### config.mk
export PLATFORM = sky130hd
export DESIGN_NAME = tile_map_bitmap
export DESIGN_NICKNAME = d
export VERILOG_FILES = /design/src/rtl/tile_map_bitmap.sv
export SDC_FILE = /design/constraint.sdc
export NUM_CORES = 1
export LEC_CHECK = 0
export CAP_MARGIN = 25
export CELL_PAD_IN_SITES_DETAIL_PLACEMENT = 1
export CELL_PAD_IN_SITES_GLOBAL_PLACEMENT = 1
export CORE_ASPECT_RATIO = 0.9
export CORE_MARGIN = 2
export CORE_UTILIZATION = 54
export DETAILED_ROUTE_END_ITERATION = 16
export PLACE_DENSITY_LB_ADDON = 0.1
export SYNTH_ARGS = -nofsm -noshare
export SYNTH_HDL_FRONTEND = slang
export SYNTH_SLANG_ARGS = --single-unit
### constraint.sdc
create_clock -name clk -period 18 [get_ports clk]
set_clock_uncertainty 0.1 [all_clocks]
set_input_delay 1.8 -clock clk [delete_from_list [all_inputs] [get_ports clk]]
set_output_delay 1.8 -clock clk [all_outputs]
set_load 0.01 [all_outputs]
### src/rtl/tile_map_bitmap.sv
// rtl/tile_map_bitmap.sv - writable two-level tile-map renderer with query port, reload sequencer and brick counter
module tile_map_bitmap #(
  parameter int         TILE_X_BITS          = 5,
  parameter int         TILE_Y_BITS          = 5,
  parameter int         MAP_COLS             = 17,
  parameter int         MAP_ROWS             = 11,
  parameter int         COL_BITS             = 5,
  parameter int         ROW_BITS             = 4,
  parameter logic [7:0] TRANSPARENT_ENCODING = 8'hFF,
  parameter logic [7:0] FILL_COLOR           = 8'hE0
) (
  input  logic                clk,
  input  logic                resetN,
  input  logic [10:0]         offsetX,
  input  logic [10:0]         offsetY,
  input  logic                InsideRectangle,
  output logic                drawingRequest,
  output logic [7:0]          RGBout,
  input  logic                wr_en,
  input  logic [COL_BITS-1:0] wr_col,
  input  logic [ROW_BITS-1:0] wr_row,
  input  logic [1:0]          wr_type,
  input  logic [COL_BITS-1:0] q_col,
  input  logic [ROW_BITS-1:0] q_row,
  output logic [1:0]          q_type,
  input  logic                reload_req,
  output logic                reload_busy,
  output logic [7:0]          brick_count
);

  localparam logic [1:0] T_EMPTY  = 2'd0;
  localparam logic [1:0] T_COLUMN = 2'd1;
  localparam logic [1:0] T_BRICK  = 2'd2;
  localparam logic [1:0] T_FILL   = 2'd3;

  typedef enum logic {S_RELOAD, S_IDLE} state_t;

  state_t r_state;
  state_t w_state_next;

  logic [1:0] r_map [MAP_ROWS][MAP_COLS];

  logic [ROW_BITS-1:0]    r_rld_row;
  logic [COL_BITS-1:0]    r_rld_col;
  logic [1:0]             r_s1_type;
  logic [TILE_X_BITS-1:0] r_s1_x;
  logic [TILE_Y_BITS-1:0] r_s1_y;
  logic                   r_s1_inside;
  logic [7:0]             r_rgb;
  logic [1:0]             r_q_type;
  logic [7:0]             r_brick_count;

  logic [COL_BITS-1:0]    w_pix_col;
  logic [ROW_BITS-1:0]    w_pix_row;
  logic                   w_pix_over;
  logic [1:0]             w_pix_type;
  logic [7:0]             w_pix_rgb;
  logic                   w_rld_last;
  logic [1:0]             w_rld_type;
  logic                   w_reload_start;
  logic                   w_user_wr;
  logic [1:0]             w_wr_old;
  logic [1:0]             w_q_lookup;

  function automatic logic in_map(input logic [ROW_BITS-1:0] row, input logic [COL_BITS-1:0] col);
    return (int'(row) < MAP_ROWS) && (int'(col) < MAP_COLS);
  endfunction

  // Pixel address split; offsets beyond the addressable map are treated as empty rather than aliased
  always_comb begin
    w_pix_col  = offsetX[TILE_X_BITS+COL_BITS-1:TILE_X_BITS];
    w_pix_row  = offsetY[TILE_Y_BITS+ROW_BITS-1:TILE_Y_BITS];
    w_pix_over = ((offsetX >> (TILE_X_BITS+COL_BITS)) != '0) ||
                 ((offsetY >> (TILE_Y_BITS+ROW_BITS)) != '0);
    w_pix_type = T_EMPTY;
    if (!w_pix_over && in_map(w_pix_row, w_pix_col)) begin
      w_pix_type = r_map[w_pix_row][w_pix_col];
    end
  end

  // Reload sequencing, write qualification and old-value lookups (map reads see pre-edge contents)
  always_comb begin
    w_rld_last     = (int'(r_rld_row) == MAP_ROWS-1) && (int'(r_rld_col) == MAP_COLS-1);
    w_rld_type     = (!r_rld_row[0] && !r_rld_col[0]) ? T_COLUMN : T_EMPTY;
    w_reload_start = (r_state == S_IDLE) && reload_req;
    w_user_wr      = (r_state == S_IDLE) && wr_en && !reload_req && in_map(wr_row, wr_col);
    w_wr_old       = T_EMPTY;
    if (in_map(wr_row, wr_col)) begin
      w_wr_old = r_map[wr_row][wr_col];
    end
    w_q_lookup     = T_COLUMN;
    if (in_map(q_row, q_col)) begin
      w_q_lookup = r_map[q_row][q_col];
    end
  end

  // Next-state logic: reload runs to the last entry, a reload request restarts it from IDLE
  always_comb begin
    w_state_next = r_state;
    case (r_state)
      S_RELOAD: if (w_rld_last) w_state_next = S_IDLE;
      S_IDLE:   if (reload_req) w_state_next = S_RELOAD;
      default:  w_state_next = S_RELOAD;
    endcase
  end

  // State register
  always_ff @(posedge clk) begin
    if (resetN) r_state <= S_RELOAD;
    else        r_state <= w_state_next;
  end

  // Row-major reload index, restarted by reset or a new reload request
  always_ff @(posedge clk) begin
    if (resetN || w_reload_start) begin
      r_rld_row <= '0;
      r_rld_col <= '0;
    end else if (r_state == S_RELOAD) begin
      if (int'(r_rld_col) == MAP_COLS-1) begin
        r_rld_col <= '0;
        r_rld_row <= w_rld_last ? '0 : r_rld_row + 1'b1;
      end else begin
        r_rld_col <= r_rld_col + 1'b1;
      end
    end
  end

  // Map storage: reload writes the default layout, otherwise the runtime write port commits
  always_ff @(posedge clk) begin
    if (!resetN) begin
      if (r_state == S_RELOAD) begin
        r_map[r_rld_row][r_rld_col] <= w_rld_type;
      end else if (w_user_wr) begin
        r_map[wr_row][wr_col] <= wr_type;
      end
    end
  end

  // Live brick count tracks type-2 transitions at the write edge, saturating both ways
  always_ff @(posedge clk) begin
    if (resetN || w_reload_start) begin
      r_brick_count <= '0;
    end else if (w_user_wr) begin
      if (wr_type == T_BRICK && w_wr_old != T_BRICK && r_brick_count != 8'hFF) begin
        r_brick_count <= r_brick_count + 8'd1;
      end else if (wr_type != T_BRICK && w_wr_old == T_BRICK && r_brick_count != 8'h00) begin
        r_brick_count <= r_brick_count - 8'd1;
      end
    end
  end

  // Collision query; out-of-range cells read as solid column, zero while reloading
  always_ff @(posedge clk) begin
    if (resetN || w_state_next == S_RELOAD) r_q_type <= T_EMPTY;
    else                                    r_q_type <= w_q_lookup;
  end

  // Render stage 1: tile type and tile-local coordinates
  always_ff @(posedge clk) begin
    if (resetN) begin
      r_s1_type   <= T_EMPTY;
      r_s1_x      <= '0;
      r_s1_y      <= '0;
      r_s1_inside <= 1'b0;
    end else begin
      r_s1_type   <= w_pix_type;
      r_s1_x      <= offsetX[TILE_X_BITS-1:0];
      r_s1_y      <= offsetY[TILE_Y_BITS-1:0];
      r_s1_inside <= InsideRectangle;
    end
  end

  // Per-type pixel colour; column and brick ROMs are procedural patterns over tile-local x/y
  always_comb begin
    w_pix_rgb = TRANSPARENT_ENCODING;
    if (r_s1_inside) begin
      case (r_s1_type)
        T_COLUMN: w_pix_rgb = {r_s1_x[2:0], r_s1_y[2:0], 1'b1, ^{r_s1_x, r_s1_y}};
        T_BRICK:  w_pix_rgb = (r_s1_y[1:0] == 2'b11) ? TRANSPARENT_ENCODING
                                                     : {2'b10, r_s1_y[2:0], r_s1_x[2:0]};
        T_FILL:   w_pix_rgb = FILL_COLOR;
        default:  w_pix_rgb = TRANSPARENT_ENCODING;
      endcase
    end
  end

  // Render stage 2: colour register, forced transparent while reloading
  always_ff @(posedge clk) begin
    if (resetN || w_state_next == S_RELOAD) r_rgb <= TRANSPARENT_ENCODING;
    else                                    r_rgb <= w_pix_rgb;
  end

  assign RGBout         = r_rgb;
  assign drawingRequest = (r_rgb != TRANSPARENT_ENCODING);
  assign q_type         = r_q_type;
  assign reload_busy    = (r_state == S_RELOAD);
  assign brick_count    = r_brick_count;

endmodule

==> impl_metrics.py, run 1 <==
metrics = {
    "run_status": {
        "status": "completed",
    },
    "synthesis": {
        "synth_ff_type": "edfxtp_1",
        "ys_types": 70,
        "avgSynthCellArea_um2": 13.8,
        "ys_ff_latch": 415,
        "async_flop_share_pct": 0,
        "yosys_warnings": 0,
        "synthesis.nets": 1820,
        "syn-cell-area_um2": 24200,
        "synth_edf_count": 374,
        "synth_cells": 1759,
        "seq_area_frac_synth_pct": 49.7,
    },
    "route": {
        "drt-total-wl_mm": 81.3,
        "drc": 0,
        "dr.first_iter.drc_count": 2188,
        "vias_per_cell": 7.24,
        "wl_per_cell_um": 33.9,
        "first_pass_iters": 6,
        "final_antenna_net_count": 0,
        "num_vias": 17400,
    },
    "clock_tree": {
        "ctsResizeCount": 0,
        "clk_pin_slew_ns": 0.06,
        "hold_buffers": 0,
        "cts.sinks": 415,
        "cts_root_buffer": "clkbuf_16",
        "cts_tree": "built",
        "worst_skew_pair.late_latency_ns": 0.61,
        "h-tree-depth": 2,
        "cts_setup_buffers": 0,
        "cts_buffers": 46,
        "max-clock-path-buffers": 3,
    },
    "place": {
        "place_ws_ns": 10.27,
        "portBuffers": 66,
        "place_congestion": 0.897,
        "place_hpwl_mm": 52.4,
    },
    "cells_and_area": {
        "diodes": 0,
        "seqCellArea_um2": 12100,
        "final_common_cell": "edfxtp_1",
        "fillers": 4216,
        "layout-drive-gt1-share_pct": 22.7,
        "multi_input_area_um2": 11400,
        "layout.nets": 1830,
        "mostFrequentLayoutCells": "edfxtp_1, nor2_1, mux4_2",
        "syn_to_final_growth_pct": 10.4,
    },
    "floorplan": {
        "rows": 73,
        "coreArea_um2": 44200,
        "start_util_pct": 54.8,
        "dieArea_um2": 46600,
        "die_x_um": 227,
        "ios": 67,
        "die_h_um": 205,
    },
    "global_routing": {
        "gr-total-overflow": 0,
        "grt_start_max_net_pins": 109,
        "antenna_found_initial": 1,
        "grt_pass1_vias": 17600,
        "grt_pass1_wl_mm": 120,
        "grt.total_usage_pct": 35.8,
    },
    "hold_path": {
        "hold_class": "register to register",
    },
    "critical_path": {
        "crit_path_end_kind": "register",
        "crit_required_ns": 18.39,
        "cp_data_arrival_time_ns": 7.57,
        "cp-start-kind": "input pin",
        "cp_max_fo": 51,
        "critPathKind": "input pin to register",
    },
    "power_and_ir_drop": {
        "peakVddDrop_v": 0.0000824,
        "power.density_nw_per_um2": 81.2,
        "p_leak_nw": 9.13,
    },
    "timing": {
        "period_needed_ns": 7.18,
        "slew_headroom_pct": 15.6,
        "fin_setup_tns_ns": 0,
        "fin_crit_sh_pct": 39.9,
        "slew_violations": 0,
        "rsz0062_at_grt": "no",
        "hold_viol": 0,
        "tightest_slew_ns": 1.27,
        "worst_slack_ns": 10.82,
        "max_clock_freq_ghz": 0.139,
        "finalSetupViolCount": 0,
    },
    "flow_run": {
        "cap_violations": 0,
    },
}
[report_power, final]
group	leakage, nW	internal, W	total [W]	switching [W]
Combinational	4.31	0.0000828	0.000210	0.000127
Sequential	4.13	0.00105	0.00105	0.00000291
Clock	0.690	0.000510	0.000912	0.000401
[registers in the layout, indices dropped and copies added (netlist names), 2 cells and up]
register     count
brick_count      8
r_map          374
r_s1_y           5
r_s1_type        2
RGBout           8
r_rld_col        5
r_rld_row        4
r_s1_x           5
q_type           2
[metrics by stage]
| stage | hold slack (ns) | power, W | util (%) | instance area, um2 | cells |
|---|---|---|---|---|---|
| finish | 0.420 | 0.00217 | 60.5 | 26800 | 2402 |
| global route | 0.453 | 0.00223 | 60.5 | 26800 | 2402 |
| CTS | 0.417 | 0.00218 | 60.4 | 26700 | 2398 |
| detailed placement | 0.408 | 0.00128 | 57.2 | 25300 | 2317 |
| global placement | 0.391 | 0.00127 | 57.1 | 25200 | 2315 |
| floorplan | 0.342 | 0.00121 | - | 24200 | 1759 |
[metal layers]
metal	vias up	GRT usage (%)	share of wire [%]
met5	-	0	0.015
met3	219	7.85	10
met1	9072	49.8	39
li1	6995	-	-
met2	1091	55.9	47
met4	2	12.9	3.8
[synth_stat cells (all sizes together), types with 18 or more instances]
master	instances	share of area [%]
edfxtp	374	46
nor2	248	3.8
mux4	247	23
mux2i	132	5.5
nand2	102	1.6
o21ai	97	2.0
buf	79	1.9
clkbuf	72	1.1
a21oi	46	0.95
dfxtp	41	3.4
mux2	39	1.8
a22oi	30	0.93
nor2b	25	0.65
nor3	18	0.37
o211ai	18	0.56
[worst max-delay path, stage by stage]
cell and delay (ns):
buf_6 0.55, buf_4 0.76, mux4_2 0.59, mux4_2 0.50, o311a_1 0.34, nand4b_1 0.26
o21ai_1 0.42, nand2_1 0.32, ha_1 0.36, a21o_1 0.18, a21oi_1 0.23, o21bai_1 0.09
a21o_1 0.20, a21oi_1 0.19, nor2_1 0.07, o21ai_0 0.19, nor4b_1 0.07, or3_1 0.35
[layout make-up]
class / instances / area share [%]
inverter: 15 / 0.210
tap: 600 / 2.81
clock buffer: 60 / 4.62
timing repair buffer: 113 / 3.99
sequential: 415 / 45.1
clock inverter: 21 / 0.627
multi-input combinational: 1178 / 42.7
[path summary, 6_finish.rpt]
| check | from | to | slack, ns | cells past startpoint |
|---|---|---|---|---|
| hold / removal | r_s1_x[2] | RGBout[7] | 0.42 | 2 |
| setup reg to reg | r_map[5][29] | brick_count[7] | 12.85 | 18 |
| setup / recovery | wr_row[0] | brick_count[7] | 10.82 | 18 |
| hold reg to reg | r_s1_x[2] | RGBout[7] | 0.42 | 2 |
[logic make-up (layout without fill, tap and decap cells)]
| logic type | Yosys count | count (layout) | synth area share, % |
|---|---|---|---|
| buffers and inverters | 166 | 209 | 3.22 |
| multiplexers | 418 | 418 | 30.3 |
| AO/OA/AOI/OAI | 260 | 260 | 6.74 |
| adder cells (fa/ha/maj) | 14 | 14 | 0.754 |
| XOR/XNOR | 17 | 17 | 0.614 |
| flip-flops | 415 | 415 | 49.7 |
| AND/OR/NAND/NOR | 469 | 469 | 8.61 |
Power figures use the tool's default switching activity.
==> run 2: changes to the inputs <==
Settings changed: CORE_UTILIZATION 54 to 48.
Clock period 18 ns to 6.6 ns, I/O delays scaled along.
==> run 2 against run 1 <==
Worst hold slack hardly changed. First-iteration DRC count down 6.8%. Wire length grew 0.75%. Via count fell by 1.4%. Sequential share of layout area down 0.56 points.
==> impl_metrics.py, run 2 (synthesized netlist as in run 1, its figures left out) <==
metrics = {
    "floorplan": {
        "start_util_pct": 48.3,
        "rows": 78,
        "die_x_um": 241,
        "die_h_um": 217,
        "ios": 67,
        "coreArea_um2": 50200,
        "dieArea_um2": 52300,
    },
    "route": {
        "num_vias": 17100,
        "drt-total-wl_mm": 81.9,
        "vias_per_cell": 6.88,
        "drc": 0,
        "wl_per_cell_um": 32.9,
        "first_pass_iters": 6,
        "final_antenna_net_count": 0,
        "dr.first_iter.drc_count": 2039,
    },
    "clock_tree": {
        "max-clock-path-buffers": 3,
        "clk_pin_slew_ns": 0.06,
        "cts.sinks": 415,
        "ctsResizeCount": 0,
        "h-tree-depth": 2,
        "cts_root_buffer": "clkbuf_16",
        "hold_buffers": 0,
        "cts_tree": "built",
        "worst_skew_pair.late_latency_ns": 0.60,
        "cts_setup_buffers": 0,
        "cts_buffers": 46,
    },
    "timing": {
        "hold_viol": 0,
        "rsz0062_at_grt": "no",
        "slew_headroom_pct": 12.2,
        "max_clock_freq_ghz": 0.166,
        "period_needed_ns": 6.04,
        "fin_crit_sh_pct": 91.5,
        "fin_setup_tns_ns": 0,
        "worst_slack_ns": 0.558,
        "tightest_slew_ns": 1.32,
        "finalSetupViolCount": 0,
        "slew_violations": 0,
    },
    "power_and_ir_drop": {
        "p_clk_share_pct": 43.7,
        "p_sw_w": 0.00146,
        "power_frac_seq_pct": 46.9,
        "peakVddDrop_v": 0.000244,
        "swShare_pct": 23.9,
        "internal_power_w": 0.00465,
        "p_leak_nw": 9.24,
        "power.density_nw_per_um2": 225,
        "comb_power_share_pct": 9.4,
    },
    "global_routing": {
        "grt_start_max_net_pins": 188,
        "met3_usage_pct": 7.76,
        "grt_pass1_vias": 17500,
        "gr-total-overflow": 0,
        "grt_pass1_wl_mm": 121,
        "grt.total_usage_pct": 32.1,
        "antenna_found_initial": 3,
        "busiest_layer": "met2",
        "grt_use_met2_pct": 48.8,
        "use_met1_pct": 45.7,
    },
    "critical_path": {
        "cp_data_arrival_time_ns": 6.41,
        "cp_max_fo": 18,
        "cp-start-kind": "input pin",
        "crit_path_end_kind": "register",
        "crit_required_ns": 6.97,
        "reg2reg_depth": 18,
        "critPathKind": "input pin to register",
    },
    "cells_and_area": {
        "syn_to_final_growth_pct": 11.7,
        "largest_register": "r_map",
        "fillers": 4898,
        "layout-drive-gt1-share_pct": 23.6,
        "final_cell_area_um2": 27100,
        "fin_util_pct": 54.0,
        "largest_reg_flops": 374,
        "final_common_cell": "edfxtp_1",
        "mostFrequentLayoutCells": "edfxtp_1, nor2_1, mux4_2",
        "layout.nets": 1836,
    },
    "place": {
        "placed_area_um2": 25500,
        "place_congestion": 0.929,
        "place_hpwl_mm": 53.8,
        "portBuffers": 66,
        "place_ws_ns": 0.127,
    },
    "run_status": {
        "status": "completed",
    },
    "flow_run": {
        "cap_violations": 0,
    },
    "hold_path": {
        "holdPathStages": 2,
        "hold_class": "register to register",
    },
}
[run 2: cell types whose count changed in the layout (fill, tap and decap cells not counted), sizes merged]
cell / delta
bufinv: +4
clkdlybuf4s50: -2
clkinv: -4
clkbuf: +4
diode: +1
buf: +8
[run 2: path summary, 6_finish.rpt]
path                                    from              to  slack (ns)
worst max register to register  r_map[4][29]  brick_count[7]        1.33
worst max-delay path               wr_col[0]  brick_count[7]        0.56
worst min register to register     r_s1_x[2]       RGBout[7]        0.42
worst min-delay path               r_s1_x[2]       RGBout[7]        0.42
[run 2: routing by layer]
metal | part of all wire [%] | vias up
li1 | - | 7021
met1 | 41 | 9012
met2 | 46 | 939
met3 | 9.8 | 167
met4 | 3.4 | 4
met5 | 0.027 | -
[run 2: metrics by stage]
stage	power [W]	hold WS, ns	std cells
global placement	0.00348	0.393	2402
floorplan	0.00329	0.342	1759
finish	0.00611	0.420	2493
detailed placement	0.00349	0.411	2405
CTS	0.00613	0.426	2490
global route	0.00627	0.451	2493
[run 2: layout make-up]
cell class	count	area, um2	share of cell area (%)
sequential	415	12100	44.5
multi-input combinational	1178	11400	42.2
clock buffer	64	1250	4.61
timing repair buffer	119	1160	4.30
tap	680	851	3.14
clock inverter	21	273	1.01
inverter	15	56.3	0.208
antenna	1	2.50	0.00924
[run 2: power groups by stage]
stage          sequential (W)  clock, W  combinational, W
2_1_floorplan         0.00292         0          0.000374
3_3_place_gp          0.00292         0          0.000565
3_5_place_dp          0.00292         0          0.000571
4_1_cts               0.00286   0.00270          0.000573
5_1_grt               0.00286   0.00280          0.000605
6_report              0.00286   0.00267          0.000576
[run 2: critical path: stages]
cell and delay [ns]:
clkdlybuf4s50_1 0.91, nor4_1 0.73, nand2_1 0.19, a2111oi_0 0.94, nor3b_1 0.13, nand4b_1 0.20, nor2_1 0.08, o21ai_1 0.27
nand2_1 0.33, ha_1 0.36, a21o_1 0.18, a21oi_1 0.24, o21bai_1 0.10, a21o_1 0.20, a21oi_1 0.18, nor2_1 0.05
o21ai_0 0.22, nor4b_1 0.08, or3_1 0.36
